<file path="src/rtl/regfile_wb_queue.sv">
// Writeback queue feeding the dual-write-port register file.
// Buffers A/B results in order and drains up to two per cycle onto x/y.
module regfile_wb_queue #(
    parameter int DEPTH = 8,
    parameter int AW    = 3
) (
    input  logic          clk,
    input  logic          rst,
    input  logic          a_valid,
    output logic          a_ready,
    input  logic [4:0]    a_rn,
    input  logic [31:0]   a_d,
    input  logic          b_valid,
    output logic          b_ready,
    input  logic [4:0]    b_rn,
    input  logic [31:0]   b_d,
    input  logic          stall,
    output logic [4:0]    wnx,
    output logic [31:0]   dx,
    output logic          wex,
    output logic [4:0]    wny,
    output logic [31:0]   dy,
    output logic          wey,
    input  logic [4:0]    pend_rn,
    output logic          pend,
    output logic [AW:0]   count
);

    localparam logic [AW:0] LIM_A = (AW+1)'(DEPTH - 1);
    localparam logic [AW:0] LIM_B = (AW+1)'(DEPTH - 2);

    logic [4:0]    rn_q [DEPTH];
    logic [31:0]   d_q  [DEPTH];
    logic [AW-1:0] rd_ptr;
    logic [AW-1:0] wr_ptr;
    logic [AW-1:0] rd_nxt;
    logic [AW-1:0] wr_b;
    logic          push_a;
    logic          push_b;
    logic [AW:0]   n_push;
    logic [AW:0]   n_pop;
    logic          hit;

    // Ready depends only on the registered count.
    assign a_ready = (count <= LIM_A);
    assign b_ready = (count <= LIM_B);

    // Handshake, push/pop amounts and slot addresses; $0 results are dropped.
    always_comb begin
        push_a = a_valid && a_ready && (a_rn != 5'd0);
        push_b = b_valid && b_ready && (b_rn != 5'd0);
        n_push = (AW+1)'(push_a) + (AW+1)'(push_b);
        n_pop  = '0;
        if (!stall) begin
            if (count >= (AW+1)'(2)) n_pop = (AW+1)'(2);
            else                     n_pop = count;
        end
        rd_nxt = rd_ptr + AW'(1);
        wr_b   = wr_ptr + AW'(push_a);
    end

    // Entry storage; B lands behind A when both are accepted.
    always_ff @(posedge clk) begin
        if (push_a) begin
            rn_q[wr_ptr] <= a_rn;
            d_q[wr_ptr]  <= a_d;
        end
        if (push_b) begin
            rn_q[wr_b] <= b_rn;
            d_q[wr_b]  <= b_d;
        end
    end

    // Pointers and occupancy; drain uses only the pre-edge count.
    always_ff @(posedge clk) begin
        if (rst) begin
            count  <= '0;
            rd_ptr <= '0;
            wr_ptr <= '0;
        end else begin
            count  <= count + n_push - n_pop;
            wr_ptr <= wr_ptr + AW'(n_push);
            rd_ptr <= rd_ptr + AW'(n_pop);
        end
    end

    // Registered write ports: head on x, head+1 on y.
    always_ff @(posedge clk) begin
        if (rst) begin
            wex <= 1'b0;
            wnx <= '0;
            dx  <= '0;
            wey <= 1'b0;
            wny <= '0;
            dy  <= '0;
        end else begin
            wex <= 1'b0;
            wnx <= '0;
            dx  <= '0;
            wey <= 1'b0;
            wny <= '0;
            dy  <= '0;
            if (n_pop != '0) begin
                wex <= 1'b1;
                wnx <= rn_q[rd_ptr];
                dx  <= d_q[rd_ptr];
            end
            if (n_pop == (AW+1)'(2)) begin
                wey <= 1'b1;
                wny <= rn_q[rd_nxt];
                dy  <= d_q[rd_nxt];
            end
        end
    end

    // Pending-write lookup over occupied slots and the driven ports.
    always_comb begin
        logic [AW-1:0] off;
        hit = 1'b0;
        off = '0;
        for (int i = 0; i < DEPTH; i++) begin
            off = AW'(i) - rd_ptr;
            if (({1'b0, off} < count) && (rn_q[i] == pend_rn)) hit = 1'b1;
        end
        pend = (pend_rn != 5'd0) &&
               (hit || (wex && (wnx == pend_rn)) || (wey && (wny == pend_rn)));
    end

endmodule
</file>
<file path="config.mk">
export PLATFORM = sky130hd
export DESIGN_NAME = regfile_wb_queue
export DESIGN_NICKNAME = d
export VERILOG_FILES = /design/src/rtl/regfile_wb_queue.sv
export SDC_FILE = /design/constraint.sdc
export NUM_CORES = 1
export LEC_CHECK = 0
export CAP_MARGIN = 20
export CORE_ASPECT_RATIO = 0.8
export CORE_MARGIN = 4
export CORE_UTILIZATION = 25
export CTS_CLUSTER_DIAMETER = 30
export CTS_CLUSTER_SIZE = 8
export DETAILED_ROUTE_END_ITERATION = 8
export PLACE_DENSITY = 0.4
export SYNTH_ARGS = -nofsm -noshare
export SYNTH_HDL_FRONTEND = slang
export SYNTH_SLANG_ARGS = --single-unit
</file>
<file path="constraint.sdc">
create_clock -name clk -period 13.19 [get_ports clk]
set_input_delay 2.638 -clock clk [delete_from_list [all_inputs] [get_ports clk]]
set_output_delay 2.638 -clock clk [all_outputs]
set_load 0.1 [all_outputs]
</file>
==> After elaboration in Yosys (flattened, before gate mapping) <==
Memories as Yosys holds them, arrays and structs flattened. A register that Yosys moved wholly into a read port is not among the register bits.
Index checks and enable logic that the tools add are counted.
{ "totals": {"register_bits": 12, "mem_bits_rw": 296, "output_inout_bits": 83, "memories": 2} }
{ "classes": {"addsub": 15, "magnitude_cmp": 11, "eq_ne": 11, "n_mux": 16, "bitwise": 2, "reduce_logical": 23} }
{ "mem_list": {"columns": ["name", "words", "word_bits", "rd", "rd_clocked_by_memory_dff", "write_ports", "line", "source"], "rows": [
  ["d_q", 8, 32, 2, 2, 2, "33", "logic [31:0] d_q [DEPTH];"],
  ["rn_q", 8, 5, 10, 2, 2, "32", "logic [4:0] rn_q [DEPTH];"]
]} }
{ "op_table": {"columns": ["operator", "count"], "rows": [
  ["$eq A5 B5 Y1", 10],
  ["$lt A3 B4 Y1", 8],
  ["$logic_and A1 B1 Y1", 15],
  ["$reduce_bool A5 Y1", 3],
  ["$mux W1", 14],
  ["$sub A3 B3 Y3 const A", 4],
  ["$le A4 B3 Y1 const B", 2],
  ["$mux W4", 2],
  ["$sub A1 B3 Y3 const A", 2],
  ["$sub A2 B3 Y3 const A", 2],
  ["$add A4 B2 Y4", 1],
  ["$eq A4 B2 Y1 const B", 1],
  ["$ge A4 B2 Y1 const B", 1],
  ["$reduce_bool A4 Y1", 1],
  ["$reduce_or A2 Y1", 2],
  ["$sub A4 B4 Y4", 1],
  ["$add A3 B1 Y3", 1],
  ["$add A3 B1 Y3 const B", 1],
  ["$add A3 B2 Y3", 1],
  ["$add A3 B3 Y3", 1],
  ["$add A1 B1 Y2", 1],
  ["$logic_or A1 B1 Y1", 2],
  ["$not A1 Y1", 2]
]} }

==> Longest topological paths before layout <==
Gate-level depths: netlist of run 1.
{ "logic_depth": {"depth_word": 14, "mapped_depth": 16, "mapped_depth_nobuf": 11} }

==> Worst setup path after synthesis of run 1 <==
No wires, ideal clock.
{ "synth_path": {"path_kind": "input port to output port", "startpoint": "input pend_rn[4]", "endpoint": "output pend", "arrival_ns": 5.081, "t_required_ns": 10.552, "setup_slack_ns": 5.471, "path_stages": 7, "path_buffers": 1, "cell_sequence": "buf_2 xor2_1 nor4_1 nand3_1 a21oi_1 nor4_1 a21oi_1"} }
{ "synth_via": {"elab_chain_len": 13, "elab_cells_between_ends": 32, "classes_between": "eq/ne (10); mux (8); reduce/logical (14)"} }
{ "synth_rtl": {"columns": ["element", "line", "source"], "rows": [
  ["start: declaration", "24", "input logic [4:0] pend_rn,"],
  ["$eq A5 B5 Y1", "123", "if (({1'b0, off} < count) && (rn_q[i] == pend_rn)) hit = 1'b1;"],
  ["$logic_and A1 B1 Y1", "123", null],
  ["$mux W1 (8 in series)", "123", null],
  ["$logic_or A1 B1 Y1 (2 in series)", "126", "(hit || (wex && (wnx == pend_rn)) || (wey && (wny == pend_rn)));"],
  ["$logic_and A1 B1 Y1 (*)", "125", "pend = (pend_rn != 5'd0) &&"],
  ["end: declaration", "25", "output logic pend,"]
]} }
Mark *: on every way between the ends. The rest lies on a longest branch, timed or not.

==> Worst setup path after layout of run 1 <==
Ends and elaborated chain as after synthesis.

==> results_dict.tcl, run 1 <==
set metrics [dict create \
    ys_ff_latch 382 \
    max_cap_viol_count 0 \
    timing.setup.tns_ns 0 \
    htreeDepth 3 \
    cts.path.max_buffers 3 \
    leakage_nw 9.062 \
    met1_length_um 32080 \
    synth_edf_count 296 \
    synth_xor_area_share_pct 2.578 \
    syn_avg_cell_area_um2 15.10 \
    areaGrowthSynthToFinish_pct 31.96 \
    clkTransAtPathRegs_ns 0.04 \
    synthAdderAreaFrac_pct 1.866 \
    numCtsBuffers 105 \
    post-route-util_pct 33.35 \
    synthCells 1350 \
    hp-class "flop to flop" \
    rows 93 \
    synth-compound-area-share_pct 2.983 \
    grt_max_degree 50 \
    path_cells "clkdlybuf4s50_1 > xor2_1 > nor4_1 > nand2_1 > o221ai_1 > nor4_1 > a21oi_1 > clkdlybuf4s50_1" \
    gp_congestion 0.7738 \
    clock-sinks 382 \
    syn_nets 1462 \
    antenna_left 0 \
    synthArstFlopShare_pct 0 \
    rsz0062_at_grt "no" \
    maxUsedRoutingLayer "met5" \
    ys.flop_type "edfxtp_1" \
    drt_iter0_markers 939 \
    synth_simple_gate_area_share_pct 4.414 \
    dpl.hpwl_um 40740 \
    clock_latency_ns 0.63 \
    peakVddDrop_uv 124.3 \
    muxShareOfSynthArea_pct 33.41 \
    fp.coreArea_mm2 0.08064 \
    required_ns 10.55 \
    finalNetCount 1667 \
    status "finished, final reports clean" \
    drc 0 \
    yosys_warnings 0 \
    worst_pin_slew_ns 0.9977 \
    fillCellCount 7839 \
    worstSetupPathType "input pin to output port" \
    ff2ff_setup_slack_ns 8.74 \
    grt_usage_pct 16.32 \
    hold_viol 0 \
    die_h_um 263.4 \
    wl_um 70830 \
    die_area_mm2 0.08619 \
    portBuffers 166 \
    cp-start-kind "input pin" \
    period_needed_ns 8.458 \
    antenna_found_initial 7 \
    synth_top_family_by_area "multiplexers" \
    cpMaxStageDelayCell "clkdlybuf4s50_1" \
    cts_resized 0 \
    vias_per_cell 4.767 \
    fin_skew_ns 0.01960 \
    initial_utilization_pct 25.28 \
    slowest_delay_ns 1.16 \
    cts_root_buffer "clkbuf_16" \
    setup_viol 0 \
    dr_wl_met3_um 3538 \
    drtPass1Iterations 5 \
    syn_area_mm2 0.02038 \
    wl_per_cell_um 25.86 \
    wl_met2_um 33540 \
    critPathMaxFanout 11 \
    crit_arrival_ns 5.82 \
    maxSlewHeadroom_pct 33.28 \
    cts_setup_buffers 0 \
    powerDensity_mw_per_mm2 237.3 \
    ios 167 \
    synth_cell_types 46 \
    cp-end-kind "output port" \
    grt_pass1_vias 14070 \
    seq_area_frac_synth_pct 52.06 \
    die_w_um 327.2 \
    num_vias 13060 \
    grt_first_pass_wirelength_um 102700 \
    finalCritPeriodShare_pct 64.13 \
    overflow 0 \
    drive_gt1_share_pct 40.36 \
    cts_tree "yes" \
    max_freq_mhz 118.2 \
    postCtsHoldBufs 0 \
    drv_slew 0 \
]
-- cell usage in the layout, fill, tap and decap left out, types with 4 or more instances in the layout --
master,count
a21oi_1,86
buf_4,27
bufinv_16,14
clkbuf_1,19
clkbuf_16,110
clkdlybuf4s50_1,166
clkinv_1,13
clkinv_2,24
clkinv_4,6
clkinvlp_4,7
dfxtp_1,83
edfxtp_1,296
fa_1,4
ha_1,23
inv_1,16
mux2_2,258
mux2_4,38
mux4_2,148
nand2_1,157
nand2_2,4
nand2b_1,5
nand3_1,4
nor2_1,15
nor2b_1,4
nor4_1,7
o21bai_4,4
xnor2_1,18
xor2_1,41
-- Yosys cell counts (2+ instances only) --
master	n	area (µm²)
a21o_1	2	15.01
a21oi_1	86	430.4
and3_4	2	22.52
buf_1	11	41.29
buf_2	34	170.2
buf_4	8	60.06
buf_6	6	67.56
clkbuf_1	36	135.1
dfxtp_1	86	1722
edfxtp_1	296	8889
fa_1	4	80.08
ha_1	24	300.3
inv_1	18	67.56
mux2_2	258	2905
mux2_4	38	570.6
mux4_2	148	3333
nand2_1	160	600.6
nand2b_1	5	31.28
nand3_1	4	20.02
nor2_1	15	56.30
nor2_2	2	12.51
nor2b_1	4	25.02
nor3_1	5	25.02
nor4_1	7	43.79
o2111ai_1	2	17.52
o21ai_0	2	10.01
o21bai_1	4	30.03
o221ai_1	2	17.52
o22ai_1	2	12.51
o311a_1	3	30.03
o31ai_1	2	15.01
or3_1	2	12.51
xnor2_1	18	157.7
xor2_1	42	367.9
-- sequential cells by signal, indices dropped and copies added, names as in the netlist, 3 cells and up --
name / count
wr_ptr: 3
rd_ptr: 3
rn_q: 40
dy: 32
count: 4
wny: 5
dx: 32
d_q: 256
wnx: 5
-- per-stage QoR --
step | setup WS [ns] | hold WS [ns] | total power (W) | cells | area [µm²]
after global routing | 4.665 | 0.6859 | 0.006671 | 2737 | 26890
after global placement | 4.734 | 0.6150 | 0.003900 | 2540 | 23320
after floorplan | 5.471 | 0.5623 | 0.003205 | 1350 | 20380
final | 4.732 | 0.6195 | 0.006382 | 2739 | 26900
after CTS | 4.773 | 0.6182 | 0.006479 | 2737 | 26890
after detailed placement | 4.788 | 0.6032 | 0.003891 | 2540 | 23320
-- logic make-up after synthesis --
kind of cell	count (synthesis)
flip-flops	382
AND/OR/NAND/NOR	212
other	1
adder cells (fa/ha/maj)	28
multiplexers	444
AO/OA/AOI/OAI	109
buffers and inverters	114
XOR/XNOR	60
-- final cells by class --
type                            count  area, µm²  share of cell area, %
Tap cell                         1092       1366                  5.080
Sequential cell                   382      10620                  39.48
Multi-Input combinational cell    854       9397                  34.94
Inverter                           19      71.32                 0.2652
Clock inverter                     65      708.2                  2.633
Clock buffer                      132       2865                  10.65
Antenna cell                        2      5.005                0.01861
Timing Repair Buffer              193       1864                  6.932
-- critical path: cells and delay by family --
| family | cells | cell delay, ns |
|---|---|---|
| simple gates | 3 | 0.55 |
| buf+inv | 2 | 1.94 |
| compound gates | 2 | 0.39 |
| xor+xnor | 1 | 0.29 |
-- layer usage --
metal | GRT usage, % | up-vias
met2 | 26.53 | 362
li1 | - | 5720
met4 | 4.285 | 8
met5 | 0 | -
met1 | 21.78 | 6841
met3 | 4.066 | 127
-- report_power, final --
part	total (W)	switching, W	leakage (nW)	internal (W)
clock network	0.00254	0.000753	1.74	0.00179
logic	0.00212	0.00134	3.91	0.000780
registers	0.00172	0.000143	3.40	0.00158
total	0.00638	0.00223	9.06	0.00415
-- worst paths after layout --
| path | start | to | cells after the start |
|---|---|---|---|
| max | pend_rn[4] | pend | 8 |
| max reg2reg | count[3] | d_q[2][11] | 8 |
| min reg2reg | wr_ptr[2] | wr_ptr[2] | 2 |
| min | wr_ptr[2] | wr_ptr[2] | 2 |
Power figures use the tool's default switching activity.
==> run 2: changes to the inputs <==
==> constraint.sdc (replaced) <==
create_clock -name clk -period 7.9 [get_ports clk]
set_input_delay 1.58 -clock clk [delete_from_list [all_inputs] [get_ports clk]]
set_output_delay 1.58 -clock clk [all_outputs]
set_load 0.1 [all_outputs]
==> results_dict.tcl, run 2 (synthesis results as in run 1) <==
set metrics [dict create \
    status "finished, final reports clean" \
    top_regs "d_q (256), rn_q (40)" \
    vias_per_cell 4.740 \
    hp-class "flop to flop" \
    layout_common_cells "edfxtp_1 (296), mux2_2 (258), clkdlybuf4s50_1 (166)" \
    maxSlewHeadroom_pct 29.21 \
    finalCritPeriodShare_pct 79.77 \
    numCtsBuffers 105 \
    clkTransAtPathRegs_ns 0.04 \
    cpMaxStageDelayCell "clkdlybuf4s50_1" \
    finalNetCount 1672 \
    postCtsHoldBufs 0 \
    peakVddDrop_uv 203.6 \
    cp-end-kind "output port" \
    overflow 0 \
    top_register "d_q" \
    timing.setup.tns_ns 0 \
    required_ns 6.32 \
    period_needed_ns 6.302 \
    largest_reg_flops 256 \
    rsz0062_at_grt "no" \
    crit_arrival_ns 4.72 \
    fp.coreArea_mm2 0.08064 \
    fillCellCount 7827 \
    slowest_delay_ns 1.16 \
    drtPass1Iterations 5 \
    clock-sinks 382 \
    areaGrowthSynthToFinish_pct 32.29 \
    grt_first_pass_wirelength_um 101400 \
    fin_skew_ns 0.02487 \
    grt_max_degree 56 \
    antenna_found_initial 7 \
    power_w 0.01060 \
    cts.path.max_buffers 3 \
    die_h_um 263.4 \
    clock_latency_ns 0.64 \
    max_freq_mhz 158.7 \
    ios 167 \
    die_w_um 327.2 \
    grt_pass1_vias 13990 \
    dpl.hpwl_um 40680 \
    htreeDepth 3 \
    setup_viol 0 \
    mostFrequentLayoutCell "edfxtp_1" \
    rows 93 \
    cp-start-kind "input pin" \
    drt_iter0_markers 800 \
    drc 0 \
    hold_viol 0 \
    post-route-util_pct 33.44 \
    wl_per_cell_um 25.64 \
    cts_root_buffer "clkbuf_16" \
    portBuffers 166 \
    cts_tree "yes" \
    worstSetupPathType "input pin to output port" \
    drv_slew 0 \
    initial_utilization_pct 25.28 \
    leakage_nw 9.117 \
    gp_congestion 0.7696 \
    cts_setup_buffers 0 \
    wl_um 70320 \
    critPathMaxFanout 11 \
    antenna_left 0 \
    cts_resized 0 \
    grt_usage_pct 16.13 \
    num_vias 13000 \
    die_area_mm2 0.08619 \
    path_cells "clkdlybuf4s50_1 > xor2_1 > nor4_1 > nand2_1 > o221ai_1 > nor4_1 > a21oi_1 > clkdlybuf4s50_1" \
    powerDensity_mw_per_mm2 393.1 \
    max_cap_viol_count 0 \
    drive_gt1_share_pct 40.75 \
    worst_pin_slew_ns 1.062 \
]
## run 2: changes by cell type in the layout (fill, tap and decap cells not counted), sizes merged
cell	change
inv	+2
buf	+5
clkinvlp	-3
bufinv	-7
clkinv	-3
clkbuf	+10
## run 2: where the power goes
part / total (W) / leakage, nW / switching, W / internal (W)
logic: 0.00353 / 3.95 / 0.00222 / 0.00131
clock network: 0.00418 / 1.76 / 0.00127 / 0.00291
registers: 0.00289 / 3.40 / 0.000256 / 0.00264
total: 0.0106 / 9.12 / 0.00374 / 0.00686
## run 2: area by class of cell
class | instances | area (µm²) | share of cell area, %
antenna | 2 | 5.005 | 0.01856
clock inverter | 54 | 491.7 | 1.824
inverter | 19 | 71.32 | 0.2645
clock buffer | 142 | 3067 | 11.37
timing repair buffer | 198 | 1947 | 7.220
sequential | 382 | 10620 | 39.38
multi-input combinational | 854 | 9397 | 34.85
tap | 1092 | 1366 | 5.067
## run 2: routing by layer
layer  wire (µm)  vias up  part of all wire, %  global-route usage [%]
met5          48        -                0.068                       0
met4        1652        8                  2.3                   4.524
met3        3841      129                  5.5                   4.246
met2       33200      385                   47                   26.11
met1       31570     6764                   45                   21.35
li1            -     5717                    -                       -
## run 2: final timing paths
kind                    from         to  slack (ns)  depth (start not counted)
setup / recovery  pend_rn[1]       pend        1.60                          8
hold / removal     wr_ptr[2]  wr_ptr[2]        0.63                          2
setup reg to reg    count[3]  d_q[7][3]        3.85                          9
hold reg to reg    wr_ptr[2]  wr_ptr[2]        0.63                          2
## run 2: critical path: cells and delay by family
family                 cells  cell delay, ns
buffers and inverters      2            2.04
AND/OR/NAND/NOR            3            0.60
AO/OA/AOI/OAI              2            0.34
XOR/XNOR                   1            0.15
## run 2: through the flow
stage | cell area [µm²] | hold slack, ns | worst slack (ns) | cells
after floorplan | 20380 | 0.5623 | 1.340 | 1350
after global placement | 23370 | 0.6169 | 1.587 | 2544
after detailed placement | 23400 | 0.6219 | 1.622 | 2545
after CTS | 26960 | 0.6301 | 1.447 | 2741
after global routing | 26960 | 0.6537 | 1.247 | 2741
final | 26960 | 0.6277 | 1.598 | 2743
